File: src/rtl/cdc_handshake_tx_if.sv
// Signal bundle between a word producer / destination domain and the
// source-side half of the four-phase req/ack crossing.
interface cdc_handshake_tx_if #(
  parameter int BW = 32
) ();
  logic          in_valid;
  logic [BW-1:0] in_data;
  logic          in_ready;
  logic          xfer_req;
  logic [BW-1:0] xfer_data;
  logic          xfer_ack;
  logic          done;
  logic [15:0]   xfer_cnt;
  logic          timeout_err;

  modport master (
    output in_valid, in_data, xfer_ack,
    input  in_ready, xfer_req, xfer_data, done, xfer_cnt, timeout_err
  );

  modport slave (
    input  in_valid, in_data, xfer_ack,
    output in_ready, xfer_req, xfer_data, done, xfer_cnt, timeout_err
  );
endinterface

File: src/rtl/cdc_handshake_tx.sv
// Source-domain half of a four-phase req/ack crossing: accepts a word,
// holds it on xfer_data, and walks req up/down against a synchronized ack.
module cdc_handshake_tx #(
  parameter int BW     = 32,
  parameter int TO_CYC = 1024
) (
  input  logic               clk,
  input  logic               rst_n,
  cdc_handshake_tx_if.slave  bus
);

  localparam int CW = (TO_CYC > 0) ? $clog2(TO_CYC + 1) : 1;
  localparam logic [CW-1:0] TO_MAX = CW'(TO_CYC);

  typedef enum logic [1:0] {
    ST_IDLE = 2'd0,
    ST_REQ  = 2'd1,
    ST_REL  = 2'd2
  } state_t;

  state_t          state_r;
  state_t          state_nxt_s;
  logic            ack_meta_r;
  logic            ack_sync_r;
  logic            in_ready_s;
  logic            accept_s;
  logic            ack_seen_s;
  logic            release_s;
  logic            phase_active_s;
  logic            to_hit_s;
  logic [CW-1:0]   phase_cnt_r;
  logic [CW-1:0]   phase_nxt_s;
  logic            xfer_req_r;
  logic [BW-1:0]   xfer_data_r;
  logic            done_r;
  logic [15:0]     xfer_cnt_r;
  logic            timeout_err_r;

  // Two-flop synchronizer for the asynchronous acknowledge level.
  always_ff @(posedge clk or negedge rst_n) begin
    if (!rst_n) begin
      ack_meta_r <= 1'b0;
      ack_sync_r <= 1'b0;
    end else begin
      ack_meta_r <= bus.xfer_ack;
      ack_sync_r <= ack_meta_r;
    end
  end

  // A stale high ack must clear before a new word may start.
  assign in_ready_s = (state_r == ST_IDLE) && !ack_sync_r;

  // Next-state and phase-counter decode.
  always_comb begin
    state_nxt_s = state_r;
    accept_s    = 1'b0;
    ack_seen_s  = 1'b0;
    release_s   = 1'b0;
    case (state_r)
      ST_IDLE: begin
        if (bus.in_valid && in_ready_s) begin
          accept_s    = 1'b1;
          state_nxt_s = ST_REQ;
        end else begin
          state_nxt_s = ST_IDLE;
        end
      end
      ST_REQ: begin
        if (ack_sync_r) begin
          ack_seen_s  = 1'b1;
          state_nxt_s = ST_REL;
        end else begin
          state_nxt_s = ST_REQ;
        end
      end
      ST_REL: begin
        if (!ack_sync_r) begin
          release_s   = 1'b1;
          state_nxt_s = ST_IDLE;
        end else begin
          state_nxt_s = ST_REL;
        end
      end
      default: begin
        state_nxt_s = ST_IDLE;
      end
    endcase

    phase_active_s = (state_r == ST_REQ) || (state_r == ST_REL);
    if (state_nxt_s != state_r) begin
      phase_nxt_s = '0;
    end else if (phase_active_s && (TO_CYC != 0) && (phase_cnt_r != TO_MAX)) begin
      phase_nxt_s = phase_cnt_r + CW'(1);
    end else begin
      phase_nxt_s = phase_cnt_r;
    end
    to_hit_s = (TO_CYC != 0) && phase_active_s && (state_nxt_s == state_r)
               && (phase_nxt_s == TO_MAX);
  end

  // FSM state plus the registered handshake outputs.
  always_ff @(posedge clk or negedge rst_n) begin
    if (!rst_n) begin
      state_r     <= ST_IDLE;
      xfer_req_r  <= 1'b0;
      xfer_data_r <= '0;
      done_r      <= 1'b0;
      xfer_cnt_r  <= 16'h0000;
    end else begin
      state_r <= state_nxt_s;
      done_r  <= release_s;
      if (accept_s) begin
        xfer_req_r  <= 1'b1;
        xfer_data_r <= bus.in_data;
      end else if (ack_seen_s) begin
        xfer_req_r  <= 1'b0;
      end
      if (release_s) begin
        xfer_cnt_r <= xfer_cnt_r + 16'd1;
      end
    end
  end

  // Per-phase watchdog; the error is sticky and the FSM never aborts.
  always_ff @(posedge clk or negedge rst_n) begin
    if (!rst_n) begin
      phase_cnt_r   <= '0;
      timeout_err_r <= 1'b0;
    end else begin
      phase_cnt_r <= phase_nxt_s;
      if (to_hit_s) begin
        timeout_err_r <= 1'b1;
      end
    end
  end

  assign bus.in_ready    = in_ready_s;
  assign bus.xfer_req    = xfer_req_r;
  assign bus.xfer_data   = xfer_data_r;
  assign bus.done        = done_r;
  assign bus.xfer_cnt    = xfer_cnt_r;
  assign bus.timeout_err = timeout_err_r;

endmodule

File: src/flat_wrapper.sv
// flat-port wrapper written by rule: the top's interface ports become plain ports
module cdc_handshake_tx_flat 
#(
  parameter int BW     = 32,
  parameter int TO_CYC = 1024
)
  (clk, rst_n, bus_in_valid, bus_in_data, bus_xfer_ack, bus_in_ready, bus_xfer_req, bus_xfer_data, bus_done, bus_xfer_cnt, bus_timeout_err);
  cdc_handshake_tx_if #(.BW(BW)) bus_i ();
  input  logic clk;
  input  logic rst_n;
  input wire logic [$bits(bus_i.in_valid)-1:0] bus_in_valid;
  input wire logic [$bits(bus_i.in_data)-1:0] bus_in_data;
  input wire logic [$bits(bus_i.xfer_ack)-1:0] bus_xfer_ack;
  output wire logic [$bits(bus_i.in_ready)-1:0] bus_in_ready;
  output wire logic [$bits(bus_i.xfer_req)-1:0] bus_xfer_req;
  output wire logic [$bits(bus_i.xfer_data)-1:0] bus_xfer_data;
  output wire logic [$bits(bus_i.done)-1:0] bus_done;
  output wire logic [$bits(bus_i.xfer_cnt)-1:0] bus_xfer_cnt;
  output wire logic [$bits(bus_i.timeout_err)-1:0] bus_timeout_err;
  assign bus_i.in_valid = bus_in_valid;
  assign bus_i.in_data = bus_in_data;
  assign bus_i.xfer_ack = bus_xfer_ack;
  assign bus_in_ready = bus_i.in_ready;
  assign bus_xfer_req = bus_i.xfer_req;
  assign bus_xfer_data = bus_i.xfer_data;
  assign bus_done = bus_i.done;
  assign bus_xfer_cnt = bus_i.xfer_cnt;
  assign bus_timeout_err = bus_i.timeout_err;
  cdc_handshake_tx #(.BW(BW), .TO_CYC(TO_CYC)) u_core (.clk(clk), .rst_n(rst_n), .bus(bus_i));
endmodule
File: config.mk
export PLATFORM = sky130hd
export DESIGN_NAME = cdc_handshake_tx_flat
export DESIGN_NICKNAME = d
export VERILOG_FILES = /design/src/rtl/cdc_handshake_tx_if.sv /design/src/rtl/cdc_handshake_tx.sv /design/src/flat_wrapper.sv
export SDC_FILE = /design/constraint.sdc
export NUM_CORES = 1
export LEC_CHECK = 0
export BUFFER_PORTS_ARGS = -buffer_cell sky130_fd_sc_hd__buf_2
export CAP_MARGIN = 5
export CORE_ASPECT_RATIO = 1.1
export CORE_UTILIZATION = 45
export DETAILED_ROUTE_END_ITERATION = 16
export PLACE_DENSITY = 0.71
export RECOVER_POWER = 25
export SYNTH_ARGS = -nofsm -noshare
export SYNTH_HDL_FRONTEND = slang
export SYNTH_SLANG_ARGS = --single-unit
File: constraint.sdc
create_clock -name clk -period 2.3 [get_ports clk]
set_input_delay 0.345 -clock clk [delete_from_list [all_inputs] [get_ports clk]]
set_output_delay 0.345 -clock clk [all_outputs]
set_load 0.03 [all_outputs]
==> qor.yml <==
outcome:
  outcome: "complete, no violations"
floorplan:
  core.rowCount: 30
  io_pins: 88
  die_x_um: 79.17
  start_util: 0.4731
  die_area_um2: 6879
  die_y_um: 86.89
  core_um2: 6231
timing:
  timing.fmax_mhz: 475.3
  maxSlewHeadroom: 0.07640
  drv_slew: 0
  fin_tns_setup_ns: 0
  hold_viol: 0
  tightest_slew_ns: 1.385
  finalSetupViolCount: 0
  grt_setup_unrepaired: "false"
  clock_skew_ns: 0.01085
  fin_crit_sh: 0.9148
  period_minus_slack_ns: 2.104
global_routing:
  grt_first_pass_wirelength_mm: 9.232
  antenna_found_initial: 0
  grt_overflow: 0
  grt_use_total: 0.1766
  grt_pass1_vias: 2007
  grt_max_degree: 67
clock_tree:
  numCtsBuffers: 9
  clk_path_buf_depth: 2
  cts.sinks: 66
  clk_pin_slew_ns: 0.08
  cts_tree: "done"
  cts_root_buf: "clkbuf_8"
  htree_levels: 3
  clk_latency_ns: 0.35
route:
  wirelength_mm: 5.789
  first_pass_iters: 4
  detail-route-antenna-nets: 0
  via_count: 2159
  remaining_drc_errors: 0
  dr.first_iter.drc_count: 59
  vias_per_cell: 5.044
  wl_per_cell_um: 13.53
logic_synthesis:
  synth.distinct_cells: 40
  synth_simple_gate_area_frac: 0.1303
  synth_flop_cell: "dfrtp_1"
  synthAdderAreaFrac: 0.02971
  avgSynthCellArea_um2: 12.08
  yosys-mux-area-fraction: 0.1295
  yosysWarnings: 0
  synth_nets: 287
  synth_xor_area_frac: 0.06834
  synth-edff-count: 0
  yosys_register_bits: 66
  yosys.area.top_type: "dfrtp_1"
  async_flop_share: 1.000
  synthTopCellsByArea: "dfrtp_1 (56%), mux2_2 (13%), xnor2_1 (4.8%), ha_1 (3.0%), nor2_1 (2.3%)"
  synth-seq-area-share: 0.5603
  netlist_instances: 244
  synth_compound_area_frac: 0.05433
  synth_top_family_by_area: "simple AND/OR/NAND/NOR gates"
  synthesis.area_um2: 2948
  synth_top_area_frac: 0.5603
job:
  drv_cap: 0
placement:
  dp_hpwl_mm: 4.095
  numPortBuffers: 87
  routabilityCongestion: 0.8644
critical_path:
  setup.worst_path.start: "u_core.state_r[1]"
  timing.rr.start: "u_core.state_r[1]"
  cp.arrival_ns: 2.35
  crit_type: "flop to flop"
  required_ns: 2.54
  critPathMaxFanout: 9
  end_kind: "flop"
  start_kind: "flop"
layout:
  antenna_cells: 0
  fillCellCount: 520
  nets: 386
  final_util: 0.6050
  drive_gt1_frac: 0.4310
  area_delta_synth_final_pct: 27.89
pwr:
  pwr_density_cell_nw_per_um2: 998.4
  vdd_drop_max_mv: 0.6311
  p_leak_nw: 1.804
hold_path:
  hp-class: "input pin to flop"
  min_from: "bus_xfer_ack"
-- sequential cells by signal, summed over array words and instances, names as in the netlist --
signal	cells
u_core.ack_meta_r	1
u_core.ack_sync_r	1
u_core.bus.done	1
u_core.bus.timeout_err	1
u_core.bus.xfer_cnt	16
u_core.bus.xfer_data	32
u_core.bus.xfer_req	1
u_core.phase_cnt_r	11
u_core.state_r	2
-- stage by stage --
stage                     instance area, µm²  setup WS (ns)  hold WS, ns  instances  power [mW]
after global routing                    3770        0.02824      0.09089        428       3.959
final                                   3770         0.1960       0.1024        428       3.764
after detailed placement                3506       -0.02332       0.3419        408       2.699
after floorplan                         2948         0.2200      0.04941        244       2.330
after CTS                               3747        0.06194      0.08198        425       3.811
after global placement                  3506        0.08786       0.3340        408       2.668
-- timing repair --
item                                   4_1_cts  5_1_grt
endpoints found under the hold margin       13        0
setup endpoints to repair                   10        1
hold buffers                                 1        0
gates resized for setup                      1        4
pin swaps                                    0        1
buffers inserted                             0        3
-- routing by layer --
metal,share of wire,global-route usage
met1,0.46,0.2320
met2,0.47,0.2712
met3,0.054,0.04817
met4,0.018,0.08430
met5,0,0
-- cell usage after synthesis (2+ instances only) --
library cell,instances
a211oi_1,2
nor4_1,3
o221ai_1,2
dfrtp_1,66
nand2_1,11
nand4_1,8
mux2_2,33
buf_2,2
xnor2_1,16
and3_1,4
nor2_1,18
ha_1,7
or3_1,5
buf_1,3
xor2_1,7
a21oi_1,3
nand3_1,6
nor3_1,9
nor2b_1,4
inv_1,15
-- area by class of cell --
cell class                 count  area, µm²  share of cell area
timing repair buffer          94      500.5              0.1328
clock buffer                   9      123.9             0.03286
multi-input combinational    157       1235              0.3276
sequential                    66       1652              0.4381
clock inverter                 7      102.6             0.02722
tap                           80      100.1             0.02655
inverter                      15      56.30             0.01494
-- worst max-delay path, stage by stage, from the launching register on --
cell and delay (ns):
dfrtp_1 0.40, inv_1 0.10, ha_2 0.42, nand4_1 0.28, nor4_2 0.29, o32ai_1 0.15
o41ai_2 0.36
-- cells in the final DEF (no fill, tap or decap), types with 2 or more instances in the layout --
cell       instances
nor3_1             8
buf_4              4
ha_1               6
clkbuf_8           9
bufinv_16          2
o221ai_1           2
mux2_2            33
dfrtp_1           66
a211oi_1           2
a21oi_1            3
clkinv_4           3
nor2_1            18
xnor2_1           16
buf_2             88
nand2_1           11
nand3_1            6
nand4_1            8
or3_1              5
and3_1             4
nor4_1             2
inv_1             15
nor2b_1            4
xor2_1             7
-- cell families after synthesis --
logic type | count (synthesis)
AO/OA/AOI/OAI | 20
XOR/XNOR | 23
adder cells (fa/ha/maj) | 7
buffers and inverters | 21
flip-flops | 66
multiplexers | 34
AND/OR/NAND/NOR | 73
-- power by group --
part           internal, mW  leakage, nW  switching [mW]
Clock                 0.621        0.115           0.475
Combinational         0.415        0.861           0.715
Sequential             1.38        0.828           0.156
-- final timing paths --
path                                            endpoint  slack [ns]  cells past startpoint
worst max-delay path              u_core.bus.timeout_err        0.20                      6
worst min-delay path                   u_core.ack_meta_r        0.10                      1
worst max register to register    u_core.bus.timeout_err        0.20                      6
worst min register to register         u_core.ack_sync_r        0.36                      0
max in group asynchronous        u_core.bus.xfer_data[2]        0.51                      3
min in group asynchronous       u_core.bus.xfer_data[19]        0.94                      3
Note: power is estimated with default switching activity, not from simulation.
